$ cat src/rtl/uart_pkg.sv
// Shared constants, state encodings and helpers for the line-aware UART receiver.
package uart_pkg;

    localparam int OVS = 16;

    localparam int PAR_NONE = 0;
    localparam int PAR_ODD  = 1;
    localparam int PAR_EVEN = 2;

    typedef enum logic [2:0] {
        ST_IDLE,
        ST_START,
        ST_DATA,
        ST_PARITY,
        ST_STOP,
        ST_WAIT_IDLE
    } rx_state_t;

    // Clocks per oversample tick, never below one.
    function automatic int calc_div(input int clk_hz, input int baud);
        int d;
        d = clk_hz / (baud * OVS);
        return (d < 1) ? 1 : d;
    endfunction

endpackage

$ cat src/rtl/uart_rx_fifo.sv
// Synchronous first-word-fall-through FIFO holding received bytes plus their last flag.
module uart_rx_fifo #(
    parameter int WIDTH = 9,
    parameter int DEPTH = 16
) (
    input  logic             clk,
    input  logic             rst,
    input  logic [WIDTH-1:0] wr_data,
    input  logic             wr_en,
    output logic             full,
    output logic [WIDTH-1:0] rd_data,
    input  logic             rd_en,
    output logic             empty
);

    localparam int AW = $clog2(DEPTH);

    logic [WIDTH-1:0] mem [DEPTH];
    logic [AW:0]      wptr;
    logic [AW:0]      rptr;

    assign empty   = (wptr == rptr);
    assign full    = (wptr[AW] != rptr[AW]) &&
                     (wptr[AW-1:0] == rptr[AW-1:0]);
    assign rd_data = mem[rptr[AW-1:0]];

    always_ff @(posedge clk) begin
        if (rst) begin
            wptr <= '0;
            rptr <= '0;
        end else begin
            if (wr_en && !full)
                wptr <= wptr + 1'b1;
            if (rd_en && !empty)
                rptr <= rptr + 1'b1;
        end
    end

    always_ff @(posedge clk) begin
        if (wr_en && !full)
            mem[wptr[AW-1:0]] <= wr_data;
    end

endmodule

$ cat src/rtl/uart_line_rx.sv
// UART receiver with 16x oversampling, error detection and a line-aware receive FIFO.
module uart_line_rx
    import uart_pkg::*;
#(
    parameter int         CLK_HZ     = 100000000,
    parameter int         BAUD       = 115200,
    parameter int         DATA_BITS  = 8,
    parameter int         PARITY     = 0,
    parameter int         STOP_BITS  = 1,
    parameter int         FIFO_DEPTH = 16,
    parameter logic [7:0] TERM_CHAR  = 8'h0D
) (
    input  logic                 clk,
    input  logic                 rst,
    input  logic                 rx,
    output logic [DATA_BITS-1:0] m_data,
    output logic                 m_last,
    output logic                 m_valid,
    input  logic                 m_ready,
    output logic                 line_avail,
    output logic                 err_frame,
    output logic                 err_parity,
    output logic                 err_overflow
);

    localparam int DIV = calc_div(CLK_HZ, BAUD);
    localparam int PW  = $clog2(DIV + 1);
    localparam int LW  = $clog2(FIFO_DEPTH) + 1;
    localparam logic [DATA_BITS-1:0] TERM = TERM_CHAR[DATA_BITS-1:0];

    logic                 rx_meta;
    logic                 rx_sync;
    logic                 rx_prev;
    logic [PW-1:0]        presc;
    logic                 tick;
    rx_state_t            state;
    logic [3:0]           tick_cnt;
    logic [2:0]           bit_cnt;
    logic [DATA_BITS-1:0] shreg;
    logic                 bad;
    logic                 start_edge;
    logic                 mid_tick;
    logic                 bit_tick;
    logic                 last_stop;
    logic                 push;
    logic                 pop;
    logic                 full;
    logic                 empty;
    logic [DATA_BITS:0]   head;
    logic [LW-1:0]        line_cnt;

    // Synchronizer resets high so leaving reset never looks like a start edge.
    always_ff @(posedge clk) begin
        if (rst) begin
            rx_meta <= 1'b1;
            rx_sync <= 1'b1;
            rx_prev <= 1'b1;
        end else begin
            rx_meta <= rx;
            rx_sync <= rx_meta;
            rx_prev <= rx_sync;
        end
    end

    assign start_edge = (state == ST_IDLE) && rx_prev && !rx_sync;
    assign tick       = (presc == PW'(DIV - 1));

    always_ff @(posedge clk) begin
        if (rst || start_edge)
            presc <= '0;
        else if (tick)
            presc <= '0;
        else
            presc <= presc + 1'b1;
    end

    assign mid_tick  = tick && (tick_cnt == 4'd7);
    assign bit_tick  = tick && (tick_cnt == 4'd15);
    assign last_stop = (bit_cnt == 3'(STOP_BITS - 1));
    assign push      = (state == ST_STOP) && bit_tick && rx_sync &&
                       last_stop && !bad && !full;
    assign pop       = !empty && m_ready;

    always_ff @(posedge clk) begin
        if (rst) begin
            state        <= ST_IDLE;
            tick_cnt     <= '0;
            bit_cnt      <= '0;
            shreg        <= '0;
            bad          <= 1'b0;
            err_frame    <= 1'b0;
            err_parity   <= 1'b0;
            err_overflow <= 1'b0;
        end else begin
            err_frame    <= 1'b0;
            err_parity   <= 1'b0;
            err_overflow <= 1'b0;
            if (tick)
                tick_cnt <= tick_cnt + 1'b1;
            case (state)
                ST_IDLE: begin
                    tick_cnt <= '0;
                    bit_cnt  <= '0;
                    bad      <= 1'b0;
                    if (start_edge)
                        state <= ST_START;
                end
                ST_START: begin
                    // Re-centre the tick counter on the middle of the start bit.
                    if (mid_tick) begin
                        tick_cnt <= '0;
                        state    <= rx_sync ? ST_IDLE : ST_DATA;
                    end
                end
                ST_DATA: begin
                    if (bit_tick) begin
                        shreg <= {rx_sync, shreg[DATA_BITS-1:1]};
                        if (bit_cnt == 3'(DATA_BITS - 1)) begin
                            bit_cnt <= '0;
                            state   <= (PARITY != PAR_NONE) ? ST_PARITY : ST_STOP;
                        end else begin
                            bit_cnt <= bit_cnt + 1'b1;
                        end
                    end
                end
                ST_PARITY: begin
                    if (bit_tick) begin
                        bad   <= ((^shreg) ^ rx_sync) != (PARITY == PAR_ODD);
                        state <= ST_STOP;
                    end
                end
                ST_STOP: begin
                    if (bit_tick) begin
                        if (!rx_sync) begin
                            err_frame <= 1'b1;
                            state     <= ST_WAIT_IDLE;
                        end else if (last_stop) begin
                            if (bad)
                                err_parity <= 1'b1;
                            else if (full)
                                err_overflow <= 1'b1;
                            state <= ST_IDLE;
                        end else begin
                            bit_cnt <= bit_cnt + 1'b1;
                        end
                    end
                end
                ST_WAIT_IDLE: begin
                    if (rx_sync)
                        state <= ST_IDLE;
                end
                default: state <= ST_IDLE;
            endcase
        end
    end

    uart_rx_fifo #(
        .WIDTH(DATA_BITS + 1),
        .DEPTH(FIFO_DEPTH)
    ) u_fifo (
        .clk    (clk),
        .rst    (rst),
        .wr_data({shreg == TERM, shreg}),
        .wr_en  (push),
        .full   (full),
        .rd_data(head),
        .rd_en  (pop),
        .empty  (empty)
    );

    logic push_last;
    logic pop_last;

    assign push_last = push && (shreg == TERM);
    assign pop_last  = pop && head[DATA_BITS];

    always_ff @(posedge clk) begin
        if (rst)
            line_cnt <= '0;
        else if (push_last && !pop_last)
            line_cnt <= line_cnt + 1'b1;
        else if (pop_last && !push_last)
            line_cnt <= line_cnt - 1'b1;
    end

    assign m_valid    = !empty;
    assign m_data     = m_valid ? head[DATA_BITS-1:0] : '0;
    assign m_last     = m_valid && head[DATA_BITS];
    assign line_avail = (line_cnt != '0);

endmodule

$ cat config.mk
export PLATFORM = sky130hd
export DESIGN_NAME = uart_line_rx
export DESIGN_NICKNAME = d
export VERILOG_FILES = /design/src/rtl/uart_pkg.sv /design/src/rtl/uart_rx_fifo.sv /design/src/rtl/uart_line_rx.sv
export SDC_FILE = /design/constraint.sdc
export NUM_CORES = 1
export LEC_CHECK = 0
export CELL_PAD_IN_SITES_DETAIL_PLACEMENT = 1
export CELL_PAD_IN_SITES_GLOBAL_PLACEMENT = 1
export CORE_MARGIN = 4
export CORE_UTILIZATION = 45
export CTS_CLUSTER_DIAMETER = 80
export DETAILED_ROUTE_END_ITERATION = 16
export DONT_BUFFER_PORTS = 1
export HOLD_SLACK_MARGIN = 0.15
export PLACE_DENSITY_LB_ADDON = 0.1
export SKIP_CTS_REPAIR_TIMING = 1
export SLEW_MARGIN = 20
export SYNTH_ARGS = -nofsm -noshare
export SYNTH_HDL_FRONTEND = slang
export SYNTH_SLANG_ARGS = --single-unit
export TNS_END_PERCENT = 100
$ cat constraint.sdc
create_clock -name clk -period 4.3 [get_ports clk]
set_input_delay 0.645 -clock clk [delete_from_list [all_inputs] [get_ports clk]]
set_output_delay 0.645 -clock clk [all_outputs]
set_load 0.01 [all_outputs]
==> run_results.csv <==
group,metric,value,unit
status,status,"finished, final reports clean",
sta,relSlewSlack,26.7,%
clock_tree,path_clk_slew,70,ps
critical_path,required,3650,ps
placed_design,gp_congestion,0.794,
synth,avgSynthCellArea,15.5,µm²
finish,drive_above_1_share,16.0,%
clock_tree,cts_buffers,17,
synth,synth_area_leaders,"edfxtp_1, dfxtp_1, mux4_2, ha_1, mux2i_1",
synth,syn_inst,527,
pwr,power.density,398,nW/µm²
sta,tightest_slew,1100,ps
finish,syn_to_final_growth,9.62,%
placed_design,place.detailed.hpwl,11300,µm
sta,fin_tns_setup,0,ps
pwr,switching_share,20.8,%
critical_path,path_class,"reg -> out",
pwr,p_leak,2.96,nW
pwr,seq_power_share,56.2,%
global_routing,grt_pass1_vias,4740,
clock_tree,cts.path.max_buffers,2,
routing,wl,17300,µm
sta,fin_worst_skew,10.4,ps
floorplan,die_width,143,µm
pwr,p_sw,0.740,mW
global_routing,antenna_found_initial,0,
synth,synth_top_area_share,53.0,%
sta,hold_viol,0,
routing,ant_nets,0,
sta,fin_crit,3510,ps
clock_tree,cts_root_buf,"clkbuf_16",
global_routing,grt_overflow,0,
global_routing,busiest_layer,"met2",
critical_path,slowest_delay,590,ps
run,drv_cap,0,
routing,drt_iter0_markers,240,
global_routing,met1_usage,25.1,%
sta,final_max_slew_viol_count,0,
pwr,ir_worst_vdd,0.277,mV
critical_path,critPathLaunchType,"flop",
finish,final_core_util,51.0,%
synth,synth_edf_count,144,
critical_path,crit_fanout,28,
critical_path,cpMostUsedCell,"a211oi_1",
synth,ys_types,53,
global_routing,grt_use_met2,30.2,%
synth,synthTopCellsByCount,"edfxtp_1, dfxtp_1, nor2_1",
floorplan,fp.dieH,143,µm
critical_path,cp_cell_sequence,"buf_4 -> mux4_2 -> nor2b_1 -> a211oi_1 -> a211oi_1",
placed_design,port_buffers,0,
clock_tree,clk_latency,420,ps
synth,synth_nets,551,
clock_tree,cts_tree,"done",
sta,post-route-period-util,81.7,%
global_routing,grt_pass1_wl,28000,µm
routing,drtPass1Iterations,4,
worst_hold_path,hold_class,"in -> reg",
synth,yosys_warnings,0,
clock_tree,clock-sinks,194,
global_routing,gr-usage-met3,3.99,%
global_routing,grt_start_max_net_pins,38,
sta,setup_violations,0,
finish,antenna_cells,0,
sta,rsz0062_at_grt,"no",
floorplan,initial_core_util,46.5,%
synth,yosysTopAreaCell,"edfxtp_1",
routing,num_vias,4355,
routing,wire_per_inst,22.5,µm
floorplan,core_area,17500,µm²
synth,synth_top_flop_cell,"edfxtp_1",
synth,synth_seq_cells,194,
floorplan,die_area,20300,µm²
sta,clock.fmax,285,MHz
routing,avgViaCountPerCell,5.66,
floorplan,num_rows,48,
pwr,power_frac_comb,1.6,%
pwr,pwr-share-clk,42.2,%
clock_tree,h-tree-depth,4,
finish,layout.nets,556,
floorplan,io_pins,18,
critical_path,arrival,2870,ps
routing,drc,0,
critical_path,endpoint_kind,"output pin",
synth,synth_area,8160,µm²
synth,async_flop_share,0,%
global_routing,grt.total_usage,18.4,%
pwr,internal_power,2.82,mW
critical_path,slowest_stage,"mux4_2",
synth,synth_seq_area_share,65.3,%
synth,synthMostInstantiatedCell,"edfxtp_1",
## critical path: cells and delay by family (launching register included)
family	cells	cell delay, ps
mux	1	590
compound gates	2	580
buf+inv	1	580
flops	1	520
simple gates	1	150
## layer usage
| layer | part of all wire [%] | vias to the layer above |
|---|---|---|
| met5 | 0 | - |
| met4 | 1.1 | 0 |
| met3 | 5.1 | 15 |
| met2 | 50 | 89 |
| met1 | 44 | 2232 |
| li1 | - | 2019 |
## kinds of logic after synthesis
logic type | count (synthesis) | synth area share (%)
AOI/OAI and AO/OA | 58 | 5.03
adders and majority gates | 20 | 3.16
DFF | 194 | 65.3
xor gates and xnor gates | 28 | 3.01
and+or+nand+nor | 127 | 8.27
muxes | 58 | 12.8
buffers and inverters | 42 | 2.45
## area by class of cell
type | instances | area (µm²)
Fill cell | 1705 | 8600
Sequential cell | 194 | 5330
Multi-Input combinational cell | 291 | 2630
Clock buffer | 17 | 425
Tap cell | 225 | 282
Clock inverter | 14 | 130
Timing Repair Buffer | 11 | 82.6
Inverter | 17 | 63.8
## worst paths after layout
check                           startpoint              to  slack (ps)  cells past startpoint
worst max-delay path                  flop       m_data[7]         790                      5
worst min-delay path                   rst  u_fifo.rptr[4]         290                      1
worst max register to register    shreg[2]     line_cnt[4]         840                     11
worst min register to register     rx_meta         rx_sync         410                      1
## power groups by stage
stage	Sequential [mW]	Clock [mW]	Combinational, mW
2_1_floorplan	2.03	0	0.0545
3_3_place_gp	2.04	0	0.0542
3_5_place_dp	2.04	0	0.0560
4_1_cts	2.00	1.53	0.0564
5_1_grt	2.00	1.63	0.0649
6_report	2.00	1.50	0.0556
## state kept, by name (all words and copies together) (netlist names), named ones only
| register | flops |
|---|---|
| err_frame | 1 |
| line_cnt | 5 |
| presc | 6 |
| u_fifo.rptr | 5 |
| bit_cnt | 3 |
| shreg | 8 |
| u_fifo.wptr | 5 |
| err_overflow | 1 |
| tick_cnt | 4 |
| err_parity | 1 |
| u_fifo.mem | 144 |
| bad | 1 |
| state | 3 |
| rx_meta | 1 |
| rx_sync | 1 |
| rx_prev | 1 |
## stage by stage
step / hold WS, ps / power, mW / setup WS, ps / area, µm² / instances
after floorplan: 389 / 2.09 / 1290 / 8160 / 527
final: 289 / 3.56 / 787 / 8940 / 769
after detailed placement: 398 / 2.10 / 851 / 8390 / 738
after global routing: 262 / 3.69 / 598 / 8940 / 769
after CTS: 270 / 3.58 / 691 / 8940 / 769
after global placement: 396 / 2.09 / 1030 / 8390 / 738
## layout by cell type (no fill, tap or decap), types with 7 or more instances in the layout
| cell | n |
|---|---|
| a211oi_1 | 16 |
| a21oi_1 | 14 |
| and3_1 | 14 |
| buf_4 | 11 |
| clkbuf_16 | 17 |
| dfxtp_1 | 49 |
| edfxtp_1 | 144 |
| ha_1 | 19 |
| inv_1 | 17 |
| mux2i_1 | 21 |
| mux4_2 | 37 |
| nand2_1 | 11 |
| nand4_1 | 8 |
| nor2_1 | 43 |
| nor2b_1 | 13 |
| o21ai_0 | 7 |
| xnor2_1 | 21 |
| xor2_1 | 7 |
Power figures use the tool's default switching activity.
